## src/rtl/gmii_rx_frame_ctrl.sv

```systemverilog
// ---------------------------------------------------------------------------
// gmii_rx_frame_ctrl
//
// Receives a GMII byte stream, checks and strips the preamble/SFD, and
// forwards the frame bytes (DA through FCS) with start/end markers, a length
// and an error flag at end of frame. Good and bad frames are counted in
// saturating 16-bit counters.
//
// Ports
//   gmii_rx_clk  in   receive clock, all logic on the rising edge
//   rst          in   synchronous active-high reset
//   pll_lock     in   1 = receive clock usable
//   rx_en        in   receive enable, only looked at while idle
//   gmii_rx_dv   in   GMII data valid
//   gmii_rxd     in   GMII byte
//   frm_valid    out  frm_data valid this cycle
//   frm_data     out  frame byte
//   frm_sof      out  first byte of frame (with frm_valid)
//   frm_eof      out  last byte of frame (with frm_valid)
//   frm_err      out  frame bad (with frm_eof)
//   frm_len      out  frame byte count (with frm_eof)
//   frm_ok_cnt   out  good frame count, saturating
//   frm_err_cnt  out  bad frame / preamble failure count, saturating
//
// Data path: each received byte is parked in a one-byte hold register and
// only released when the next byte arrives (or the frame ends). That one
// byte of look-ahead is what lets the last byte carry frm_eof, and it gives
// a fixed two-cycle latency with no bubbles.
// ---------------------------------------------------------------------------
module gmii_rx_frame_ctrl #(
    parameter int MIN_LEN = 64,
    parameter int MAX_LEN = 1518
) (
    input  logic        gmii_rx_clk,
    input  logic        rst,
    input  logic        pll_lock,
    input  logic        rx_en,
    input  logic        gmii_rx_dv,
    input  logic [7:0]  gmii_rxd,
    output logic        frm_valid,
    output logic [7:0]  frm_data,
    output logic        frm_sof,
    output logic        frm_eof,
    output logic        frm_err,
    output logic [10:0] frm_len,
    output logic [15:0] frm_ok_cnt,
    output logic [15:0] frm_err_cnt
);

    typedef enum logic [1:0] {
        IDLE     = 2'd0,
        PREAMBLE = 2'd1,
        DATA     = 2'd2,
        DROP     = 2'd3
    } state_e;

    state_e      state_q;
    logic [2:0]  pre_cnt_q;
    logic [10:0] byte_cnt_q;
    logic [7:0]  hold_q;

    logic short_frame;
    logic at_max;
    logic held_is_first;

    assign short_frame   = byte_cnt_q < 11'(MIN_LEN);
    assign at_max        = byte_cnt_q == 11'(MAX_LEN);
    // When the hold register contains byte 1 of the frame, whatever it emits
    // next is the start of frame.
    assign held_is_first = byte_cnt_q == 11'd1;

    function automatic logic [15:0] sat_inc(input logic [15:0] v);
        return (v == 16'hFFFF) ? v : v + 16'd1;
    endfunction

    always_ff @(posedge gmii_rx_clk) begin
        if (rst) begin
            state_q     <= IDLE;
            pre_cnt_q   <= 3'd0;
            byte_cnt_q  <= 11'd0;
            hold_q      <= 8'd0;
            frm_valid   <= 1'b0;
            frm_data    <= 8'd0;
            frm_sof     <= 1'b0;
            frm_eof     <= 1'b0;
            frm_err     <= 1'b0;
            frm_len     <= 11'd0;
            frm_ok_cnt  <= 16'd0;
            frm_err_cnt <= 16'd0;
        end else begin
            // Markers are single-cycle pulses; only the branches that emit a
            // byte raise them.
            frm_valid <= 1'b0;
            frm_sof   <= 1'b0;
            frm_eof   <= 1'b0;
            frm_err   <= 1'b0;

            case (state_q)
                IDLE: begin
                    if (gmii_rx_dv) begin
                        if (gmii_rxd == 8'h55 && pll_lock && rx_en) begin
                            state_q   <= PREAMBLE;
                            pre_cnt_q <= 3'd1;
                        end else begin
                            // Joined mid-stream or not allowed to receive:
                            // skip the burst silently.
                            state_q <= DROP;
                        end
                    end
                end

                PREAMBLE: begin
                    if (!gmii_rx_dv) begin
                        state_q     <= IDLE;
                        frm_err_cnt <= sat_inc(frm_err_cnt);
                    end else if (gmii_rxd == 8'h55) begin
                        if (pre_cnt_q != 3'd7) begin
                            pre_cnt_q <= pre_cnt_q + 3'd1;
                        end
                    end else if (gmii_rxd == 8'hD5 && pre_cnt_q != 3'd0) begin
                        state_q    <= DATA;
                        byte_cnt_q <= 11'd0;
                    end else begin
                        state_q     <= DROP;
                        frm_err_cnt <= sat_inc(frm_err_cnt);
                    end
                end

                DATA: begin
                    if (!pll_lock || !gmii_rx_dv) begin
                        // End of frame, normal or forced by loss of lock.
                        // The byte on the bus (if any) is discarded.
                        state_q <= pll_lock ? IDLE : DROP;
                        if (byte_cnt_q == 11'd0) begin
                            // Nothing after the SFD: nothing to flush.
                            frm_err_cnt <= sat_inc(frm_err_cnt);
                        end else begin
                            frm_valid <= 1'b1;
                            frm_data  <= hold_q;
                            frm_sof   <= held_is_first;
                            frm_eof   <= 1'b1;
                            frm_len   <= byte_cnt_q;
                            if (!pll_lock || short_frame) begin
                                frm_err     <= 1'b1;
                                frm_err_cnt <= sat_inc(frm_err_cnt);
                            end else begin
                                frm_ok_cnt <= sat_inc(frm_ok_cnt);
                            end
                        end
                    end else if (at_max) begin
                        // Byte MAX_LEN+1 arrived: close the frame on the held
                        // byte as an error and discard the rest of the burst.
                        state_q     <= DROP;
                        frm_valid   <= 1'b1;
                        frm_data    <= hold_q;
                        frm_sof     <= held_is_first;
                        frm_eof     <= 1'b1;
                        frm_err     <= 1'b1;
                        frm_len     <= byte_cnt_q;
                        frm_err_cnt <= sat_inc(frm_err_cnt);
                    end else begin
                        hold_q     <= gmii_rxd;
                        byte_cnt_q <= byte_cnt_q + 11'd1;
                        if (byte_cnt_q != 11'd0) begin
                            frm_valid <= 1'b1;
                            frm_data  <= hold_q;
                            frm_sof   <= held_is_first;
                        end
                    end
                end

                DROP: begin
                    if (!gmii_rx_dv) begin
                        state_q <= IDLE;
                    end
                end

                default: state_q <= IDLE;
            endcase
        end
    end

endmodule

```

## config.mk

```make
export PLATFORM = sky130hd
export DESIGN_NAME = gmii_rx_frame_ctrl
export DESIGN_NICKNAME = d
export VERILOG_FILES = /design/src/rtl/gmii_rx_frame_ctrl.sv
export SDC_FILE = /design/constraint.sdc
export NUM_CORES = 1
export LEC_CHECK = 0
export CAP_MARGIN = 20
export CORE_ASPECT_RATIO = 0.9
export CORE_MARGIN = 1.5
export CORE_UTILIZATION = 40
export CTS_CLUSTER_DIAMETER = 80
export DETAILED_ROUTE_END_ITERATION = 8
export HOLD_SLACK_MARGIN = 0.1
export PLACE_DENSITY = 0.65
export SLEW_MARGIN = 20
export SYNTH_ARGS = -nofsm -noshare
export SYNTH_HDL_FRONTEND = slang
export SYNTH_SLANG_ARGS = --single-unit
```

## constraint.sdc

```tcl
create_clock -name gmii_rx_clk -period 2.2 [get_ports gmii_rx_clk]
set_input_delay 0.44 -clock gmii_rx_clk [delete_from_list [all_inputs] [get_ports gmii_rx_clk]]
set_output_delay 0.44 -clock gmii_rx_clk [all_outputs]
set_load 0.1 [all_outputs]
```

; Word-level counts from Yosys, hierarchy flattened
; Cells that the tools add are included.
[totals]
ff_bits = 79
output_inout_bits = 55
wordCells = 123
[op_classes]
n_eq_ne = 25
muxes = 51
add_sub_neg = 4
bitwise = 6
magnitude_cmp = 1
reduce_logical = 24
[op_table]
columns = op, count
row1 = 16-bit two-way mux, 8
row2 = 11-bit two-way mux, 8
row3 = 16-bit by 1-bit adder with 16-bit output (second input constant), 2
row4 = 16-bit equality test (second input constant), 2
row5 = 8-bit two-way mux, 4
row6 = 16-bit one-hot mux with 2 select lines, 1
row7 = 2-bit inequality test (second input constant), 11
row8 = 11-bit one-hot mux with 2 select lines, 1
row9 = 2-bit two-way mux, 8
row10 = 3-bit two-way mux, 5
row11 = 1-bit two-way mux, 14
row12 = 3-bit inequality test (second input constant), 4
row13 = 6-bit AND reduction, 2
row14 = 11-bit by 1-bit adder with 11-bit output (second input constant), 1
row15 = 11-bit by 1-bit equality test with 1-bit output (second input constant), 1
row16 = 11-bit equality test (second input constant), 1
row17 = 11-bit zero test, 1
row18 = 11-bit by 7-bit less-than comparator with 1-bit output (second input constant), 1
row19 = 11-bit nonzero test, 1
row20 = 5-bit AND reduction, 2
row21 = 3-bit AND reduction, 3
row22 = 8-bit by 7-bit equality test with 1-bit output (second input constant), 1
row23 = 8-bit equality test (second input constant), 1
row24 = 2-bit one-hot mux with 4 select lines, 1
row25 = other kinds (14), 27

; Depth between registers and ports, before layout
; Gate-level depths: netlist of the first run.
[depth]
ltp_word = 6
ltp_mapped = 11
mapped_depth_nobuf = 7

; Least setup slack after synthesis of the first run
; OpenSTA, ideal clock, no wires.
[synth_timing]
path_kind = reg-to-reg
from = register frm_err_cnt[6]
to = register frm_err_cnt[6]
stages_incl_launch_ff = 8
setup_time_ps = 70
t_arrival_ps = 2613
setup_slack_ps = -484
path_cell_list = dfxtp_1 nand4_1 nor4_1 a31o_4 buf_6 buf_2 o21ai_0 a21oi_1
[synth_between]
elab_chain_cells = 6
word_cells_on_any_way = 11
[synth_rtl]
columns = item, line
row1 = from (decl), 47  ; output logic [15:0] frm_err_cnt
row2 = from (signal assigned), 115  ; frm_err_cnt <= sat_inc(frm_err_cnt);
row3 = from (signal assigned), 125  ; frm_err_cnt <= sat_inc(frm_err_cnt);
row4 = from (signal assigned), 136  ; frm_err_cnt <= sat_inc(frm_err_cnt);
row5 = 16-bit by 1-bit adder with 16-bit output or 16-bit equality test (tied branches), 73  ; return (v == 16'hFFFF) ? v : v + 16'd1;
row6 = 16-bit two-way mux (*), 73
row7 = "16-bit two-way mux, on equally long branches", "143, 120"
row8 = "16-bit two-way mux, on equally long branches", "134, 116"
row9 = "16-bit two-way mux, on equally long branches", "130, 113"
row10 = 16-bit one-hot mux with 2 select lines (*), 98  ; case (state_q)
; Mark *: on every way between the ends. The rest lies on a longest branch, timed or not. The select of a mux whose other input is x is not followed.
; A chain may end at the register's enable or synchronous reset.

; Worst setup path in the final report of the first run
[layout_timing]
from = register byte_cnt_q[8]
to = register frm_err_cnt[14]
[layout_between]
elab_chain_cells = 4
word_cells_on_any_way = 10
[layout_rtl]
columns = item, line
row1 = from (decl), 59  ; logic [10:0] byte_cnt_q;
row2 = from (signal assigned), 163  ; byte_cnt_q <= byte_cnt_q + 11'd1;
row3 = 11-bit by 7-bit less-than comparator with 1-bit output or 11-bit zero test (tied branches), "66, 134"
row4 = 1-bit logical OR or 16-bit two-way mux (tied branches), "143, 134"
row5 = 4-bit inequality test (no line) or 16-bit two-way mux (tied branches), --
row6 = 5-bit AND reduction (no line) or 16-bit one-hot mux with 2 select lines (tied branches), --
row7 = to (signal assigned), 136
row8 = to (signal assigned), 145  ; frm_err_cnt <= sat_inc(frm_err_cnt);
row9 = to (signal assigned), 160  ; frm_err_cnt <= sat_inc(frm_err_cnt);
; Parallel ways exist; a longest one is shown, timed or not.

==> metrics.yaml, run 1 <==
sta:
  drv_slew: 0
  hold_ws_ns: 0.470
  slew_headroom_pct: 61.9
  worstMarginPinSlew_ns: 0.572
  hold_viol: 0
  fin_skew_ns: 0.0156
  layout_min_cycle_time_ns: 2.13
  fmax_ghz: 0.470
  finalSetupViolations: 0
  fin_crit_sh_pct: 96.7
grt:
  antenna_found_initial: 0
  first_global_vias: 3537
  grt_util_all_layers_pct: 19.5
  grt_overflow: 0
  grt_pass1_wl_um: 16500
  grt_max_degree: 30
detailed_routing:
  routedWlPerCell_um: 14.4
  first_pass_iters: 4
  first_iter_violations: 179
  drt-total-wl_um: 9890
  via_per_inst: 5.41
  ant_nets: 0
  drc: 0
  vias: 3713
critical_path:
  cp_slowest_cell: "or4_4"
  cp-end-kind: "flip-flop"
  slowest_delay_ns: 0.56
  cpLargestDelayFamily: "simple AND/OR/NAND/NOR gates"
  crit_path_max_fanout: 9
  timing.critical_path.buf_inv: 1
  cp_cell_sequence: "or4_4 > o21ai_4 > buf_4 > nand4_4 > or4_1 > a21oi_2"
  crit_path_start_kind: "flip-flop"
  startpoint: "byte_cnt_q[8]"
  cp_data_required_time_ns: 2.50
  crit_arrival_ns: 2.43
  critPathKind: "reg2reg"
  reg2reg_from: "byte_cnt_q[8]"
clocking:
  insertion_delay_ns: 0.36
  cts_made_buffers: 9
  cts_tree: "done"
  cts_buffer_depth: 2
  cts-root-buf: "clkbuf_8"
  clock_sinks: 79
  htree_levels: 3
  path_clk_slew_ns: 0.09
job:
  drv_cap: 0
synthesis:
  synth_fa_ha_area_share_pct: 4.03
  synth_area_mm2: 0.00404
  synth_cells: 444
  synth_top_family_by_area: "simple AND/OR/NAND/NOR gates"
  async_flop_share_pct: 0
  syn_area_per_cell_um2: 9.09
  synth_compound_area_share_pct: 13.5
  synth_edf_count: 0
  synthMuxAreaShare_pct: 10.9
  ys_types: 61
  synth-simple-area-share_pct: 26.0
  syn-num-nets: 470
  synthXorXnorAreaFrac_pct: 2.17
  synth-seq-area-share_pct: 39.2
  ys_seq_elements: 79
  ys.flop_type: "dfxtp_1"
  yosysWarningCount: 0
power_and_ir_drop:
  peakVddDrop_mv: 0.395
  power.leakage_nw: 2.08
  power.density_mw_per_mm2: 747
floorplanning:
  die_h_um: 98.3
  initial_core_util_pct: 41.4
  die_w_um: 109
  dieArea_mm2: 0.0107
  fp.coreArea_mm2: 0.00974
  io_pins: 68
  row_count: 34
hold_path:
  hp-start: "pre_cnt_q[0]"
  worstHoldPathType: "reg2reg"
finish:
  nNetsFinal: 581
  layout_commonest_cell: "buf_4"
  fill_cells: 898
  final_cell_mix: "buf_4, nor2_1, dfxtp_1"
  final_core_util_pct: 55.2
  diodes: 0
  syn_to_final_growth_pct: 33.2
  drive_gt1_share_pct: 32.7
placed_design:
  io_buffers: 67
  hpwl_um: 7280
  finalWeightedCongestion: 0.838
run_status:
  status: "finished clean"
[state kept, by name, indices dropped and copies added, names as in the netlist]
signal	flops
frm_err_cnt	16
frm_ok_cnt	16
byte_cnt_q	11
frm_len	11
frm_data	8
hold_q	8
pre_cnt_q	3
state_q	2
frm_eof	1
frm_err	1
frm_sof	1
frm_valid	1
[report_power, final]
| group | internal, mW | leakage (nW) | switching (mW) |
|---|---|---|---|
| Clock | 0.665 | 0.119 | 0.559 |
| Sequential | 1.48 | 0.655 | 0.0485 |
| Combinational | 0.503 | 1.31 | 0.763 |
| Total | 2.65 | 2.08 | 1.37 |
[final cells by class]
class / count / area (um2) / area share [%]
Clock buffer: 12 / 176 / 3.28
Clock inverter: 4 / 56.3 / 1.05
Inverter: 16 / 60.1 / 1.12
Multi-Input combinational cell: 327 / 2320 / 43.2
Sequential cell: 79 / 1640 / 30.4
Tap cell: 126 / 158 / 2.93
Timing Repair Buffer: 122 / 966 / 18.0
[layer usage]
metal  up-vias  global-route usage [%]  share of wire, %
met5         -                       0                 0
met4         0                    6.58               1.4
met3        12                    5.81               6.5
met2        94                    30.0                45
met1      1764                    25.8                47
li1       1843                       -                 -
[cell families (layout without fill, tap and decap cells)]
kind of cell | count (synthesis) | count (layout)
multiplexers | 43 | 43
AO/OA/AOI/OAI | 75 | 75
XOR/XNOR | 10 | 10
flip-flops | 79 | 79
AND/OR/NAND/NOR | 186 | 186
adder cells (fa/ha/maj) | 13 | 13
buffers and inverters | 38 | 154
[through the flow]
step	cells	TNS, ns	total power [mW]	setup slack [ns]	instance area, um2
3_3_place_gp	668	-8.89	2.75	-0.334	5080
2_1_floorplan	444	0	2.35	0.0467	4090
5_1_grt	686	-0.0462	4.23	-0.0183	5380
4_1_cts	684	0	4.02	0.0338	5320
6_report	686	0	4.02	0.0735	5380
3_5_place_dp	668	-10.29	2.78	-0.390	5080
[path summary, 6_finish.rpt]
kind                     end  slack, ns  cells past startpoint
max reg2reg  frm_err_cnt[14]       0.07                      6
max          frm_err_cnt[14]       0.07                      6
min reg2reg     pre_cnt_q[0]       0.47                      1
min             pre_cnt_q[0]       0.47                      1
[cell usage after synthesis, types with 2 or more instances]
| cell | number | area share, % |
|---|---|---|
| buf_6 | 3 | 0.84 |
| inv_1 | 16 | 1.5 |
| a2111oi_0 | 2 | 0.43 |
| a221oi_1 | 2 | 0.43 |
| and3_1 | 4 | 0.62 |
| a41o_1 | 2 | 0.50 |
| nor4_4 | 3 | 1.6 |
| buf_2 | 5 | 0.62 |
| or4_1 | 15 | 2.8 |
| a21oi_1 | 23 | 2.9 |
| nor4b_1 | 3 | 0.65 |
| nand3_1 | 16 | 2.0 |
| mux2_1 | 3 | 0.84 |
| xnor2_1 | 10 | 2.2 |
| o31ai_1 | 15 | 2.8 |
| dfxtp_1 | 79 | 39 |
| ha_1 | 13 | 4.0 |
| a31oi_1 | 2 | 0.31 |
| a211oi_1 | 5 | 0.93 |
| nor3_1 | 6 | 0.74 |
| nor2b_1 | 8 | 1.2 |
| a21o_1 | 3 | 0.56 |
| a311oi_1 | 2 | 0.43 |
| nand2b_1 | 9 | 1.4 |
| nand2_1 | 28 | 2.6 |
| or3_1 | 2 | 0.31 |
| clkbuf_1 | 12 | 1.1 |
| o21ai_0 | 4 | 0.50 |
| nor4_1 | 5 | 0.78 |
| mux2_2 | 5 | 1.4 |
| mux2i_1 | 35 | 8.7 |
| and4_1 | 2 | 0.43 |
| o211ai_1 | 3 | 0.56 |
| nor2_1 | 58 | 5.4 |
| nand4_1 | 12 | 1.9 |
| nand3b_1 | 2 | 0.37 |
| and2_1 | 3 | 0.47 |
[repair_timing]
action,4_1_cts,5_1_grt
buffers inserted,0,2
hold buffers,0,0
cloned,0,0
endpoints found under the setup margin,1,19
resized for setup,1,8
pin swaps,0,4
(Power assumes the default switching activity.)
==> run 2: changes to the inputs <==
Settings changed: CAP_MARGIN 20 to default.
==> results of run 2 <==
No change in the layout: final DEF, timing and power equal those of run 1.
==> run 3: changes to the inputs <==
Settings changed: CORE_MARGIN 1.5 to default, CORE_UTILIZATION 40 to 48, PLACE_DENSITY 0.65 to 0.76.
==> run 3 against run 2 <==
  * Die area fell by 18%
  * Via count rose by 0.89%
  * Maximum frequency fell by 0.63%
  * Setup slack worse by 0.014 ns
  * Non-clock buffer count fell by 4
  * Combinational power increased by 3%
  * Critical path depth fell by 1
  * Critical endpoint is now frm_err_cnt[13]
  * Highest routed layer unchanged
==> metrics.yaml, run 3 (synthesis results as in run 1) <==
run_status:
  status: "finished clean"
sta:
  layout_min_cycle_time_ns: 2.14
  fmax_ghz: 0.467
  fin_crit_sh_pct: 97.3
  rsz0062_at_grt: "true"
  fin_skew_ns: 0.00560
  hold_viol: 0
  slew_headroom_pct: 67.1
  drv_slew: 0
  setup-tns-final_ns: 0
  finalSetupViolations: 0
  worstMarginPinSlew_ns: 0.492
placed_design:
  finalWeightedCongestion: 0.891
  io_buffers: 67
  hpwl_um: 7020
  placedInstanceArea_mm2: 0.00502
power_and_ir_drop:
  peakVddDrop_mv: 0.438
  power.leakage_nw: 2.07
  power.density_mw_per_mm2: 731
grt:
  grt_pass1_wl_um: 15600
  grt_util_all_layers_pct: 22.3
  grt_max_degree: 42
  first_global_vias: 3373
  antenna_found_initial: 0
  grt_overflow: 0
finish:
  seq_area_mm2: 0.00164
  syn_to_final_growth_pct: 31.6
  diodes: 0
  drive_gt1_share_pct: 33.0
  final_cell_mix: "buf_4, nor2_1, dfxtp_1"
  reg_top3: "frm_err_cnt: 16 flops, frm_ok_cnt: 16 flops"
  multi_input_area_mm2: 0.00237
  layout_commonest_cell: "buf_4"
  nNetsFinal: 579
  final_core_util_pct: 65.5
  stdcell_area_mm2: 0.00531
  fill_cells: 677
critical_path:
  reg2reg_to: "frm_err_cnt[13]"
  r2r_cells: 5
  cp_cell_sequence: "or4_4 > o21ai_4 > nand2_4 > or4_1 > a21oi_2"
  cp_slowest_cell: "or4_4"
  crit_path_max_fanout: 15
  cp_data_required_time_ns: 2.49
  rrSetupSlack_ns: 0.06
  crit_arrival_ns: 2.43
  crit_path_start_kind: "flip-flop"
  reg2reg_from: "byte_cnt_q[7]"
  cp-end-kind: "flip-flop"
  slowest_delay_ns: 0.60
  critPathKind: "reg2reg"
floorplanning:
  die_h_um: 89.0
  dieArea_mm2: 0.00878
  die_w_um: 98.6
  row_count: 31
  fp.coreArea_mm2: 0.00811
  initial_core_util_pct: 49.8
  io_pins: 68
clocking:
  clock_sinks: 79
  cts_tree: "done"
  htree_levels: 3
  cts_made_buffers: 9
  path_clk_slew_ns: 0.09
  insertion_delay_ns: 0.36
  cts_buffer_depth: 2
  cts-root-buf: "clkbuf_8"
detailed_routing:
  first_pass_iters: 4
  vias: 3746
  via_per_inst: 5.70
  ant_nets: 0
  routedWlPerCell_um: 15.2
  drt-total-wl_um: 9970
  first_iter_violations: 261
  drc: 0
hold_path:
  hold_depth: 1
  hp-start: "pre_cnt_q[0]"
  worstHoldPathType: "reg2reg"
  min_to: "pre_cnt_q[0]"
job:
  drv_cap: 0
==> run 3: power by group <==
part           leakage (nW)  switching, mW  internal [mW]
logic                  1.32          0.784          0.522
registers             0.655         0.0511           1.48
clock network        0.0971          0.613          0.435
total                  2.07           1.45           2.43
==> run 3: through the flow <==
stage | hold WS (ns) | setup slack (ns) | cells | power [mW]
finish | 0.478 | 0.0600 | 657 | 3.88
detailed placement | 0.480 | -0.393 | 637 | 2.77
global route | 0.507 | -0.00713 | 657 | 4.07
CTS | 0.493 | 0.0383 | 653 | 3.84
floorplan | 0.460 | 0.0467 | 444 | 2.35
global placement | 0.462 | -0.305 | 637 | 2.75
==> run 3: metal layers <==
metal,global-route usage (%),vias up,wire [um]
met5,0,-,0
met4,6.65,0,99
met3,4.38,9,492
met2,38.7,89,4790
met1,28.4,1801,4590
li1,-,1847,-
==> run 3: final cells by class <==
type                       count  share of cell area, %
sequential                    79                   30.8
clock buffer                   9                   2.33
inverter                      16                   1.13
multi-input combinational    329                   44.5
tap                           99                   2.33
timing repair buffer         118                   17.7
clock inverter                 7                   1.15
==> run 3: critical path: cells and delay by family (launching register included) <==
kind | cells | cell delay (ns)
AOI/OAI and AO/OA | 2 | 0.40
and+or+nand+nor | 3 | 1.34
DFF | 1 | 0.32
==> run 3: worst max-delay path by stage <==
stage	cells past startpoint	from	endpoint	slack [ns]
5_1_grt	5	byte_cnt_q[7]	frm_err_cnt[13]	-0.007
3_5_place_dp	6	gmii_rxd[3]	byte_cnt_q[10]	-0.39
6_report	5	byte_cnt_q[7]	frm_err_cnt[13]	0.06
2_1_floorplan	5	frm_ok_cnt[3]	frm_ok_cnt[12]	0.05
3_3_place_gp	6	gmii_rxd[5]	byte_cnt_q[10]	-0.30
4_1_cts	7	pre_cnt_q[0]	byte_cnt_q[10]	0.04
==> run 3: what timing repair did <==
item                                    4_1_cts  5_1_grt
gates resized for setup                       2       11
buffers inserted                              0        2
endpoints found under the setup margin        3       26
gates cloned                                  0        2
pin swaps                                     0        3
hold buffers                                  0        0
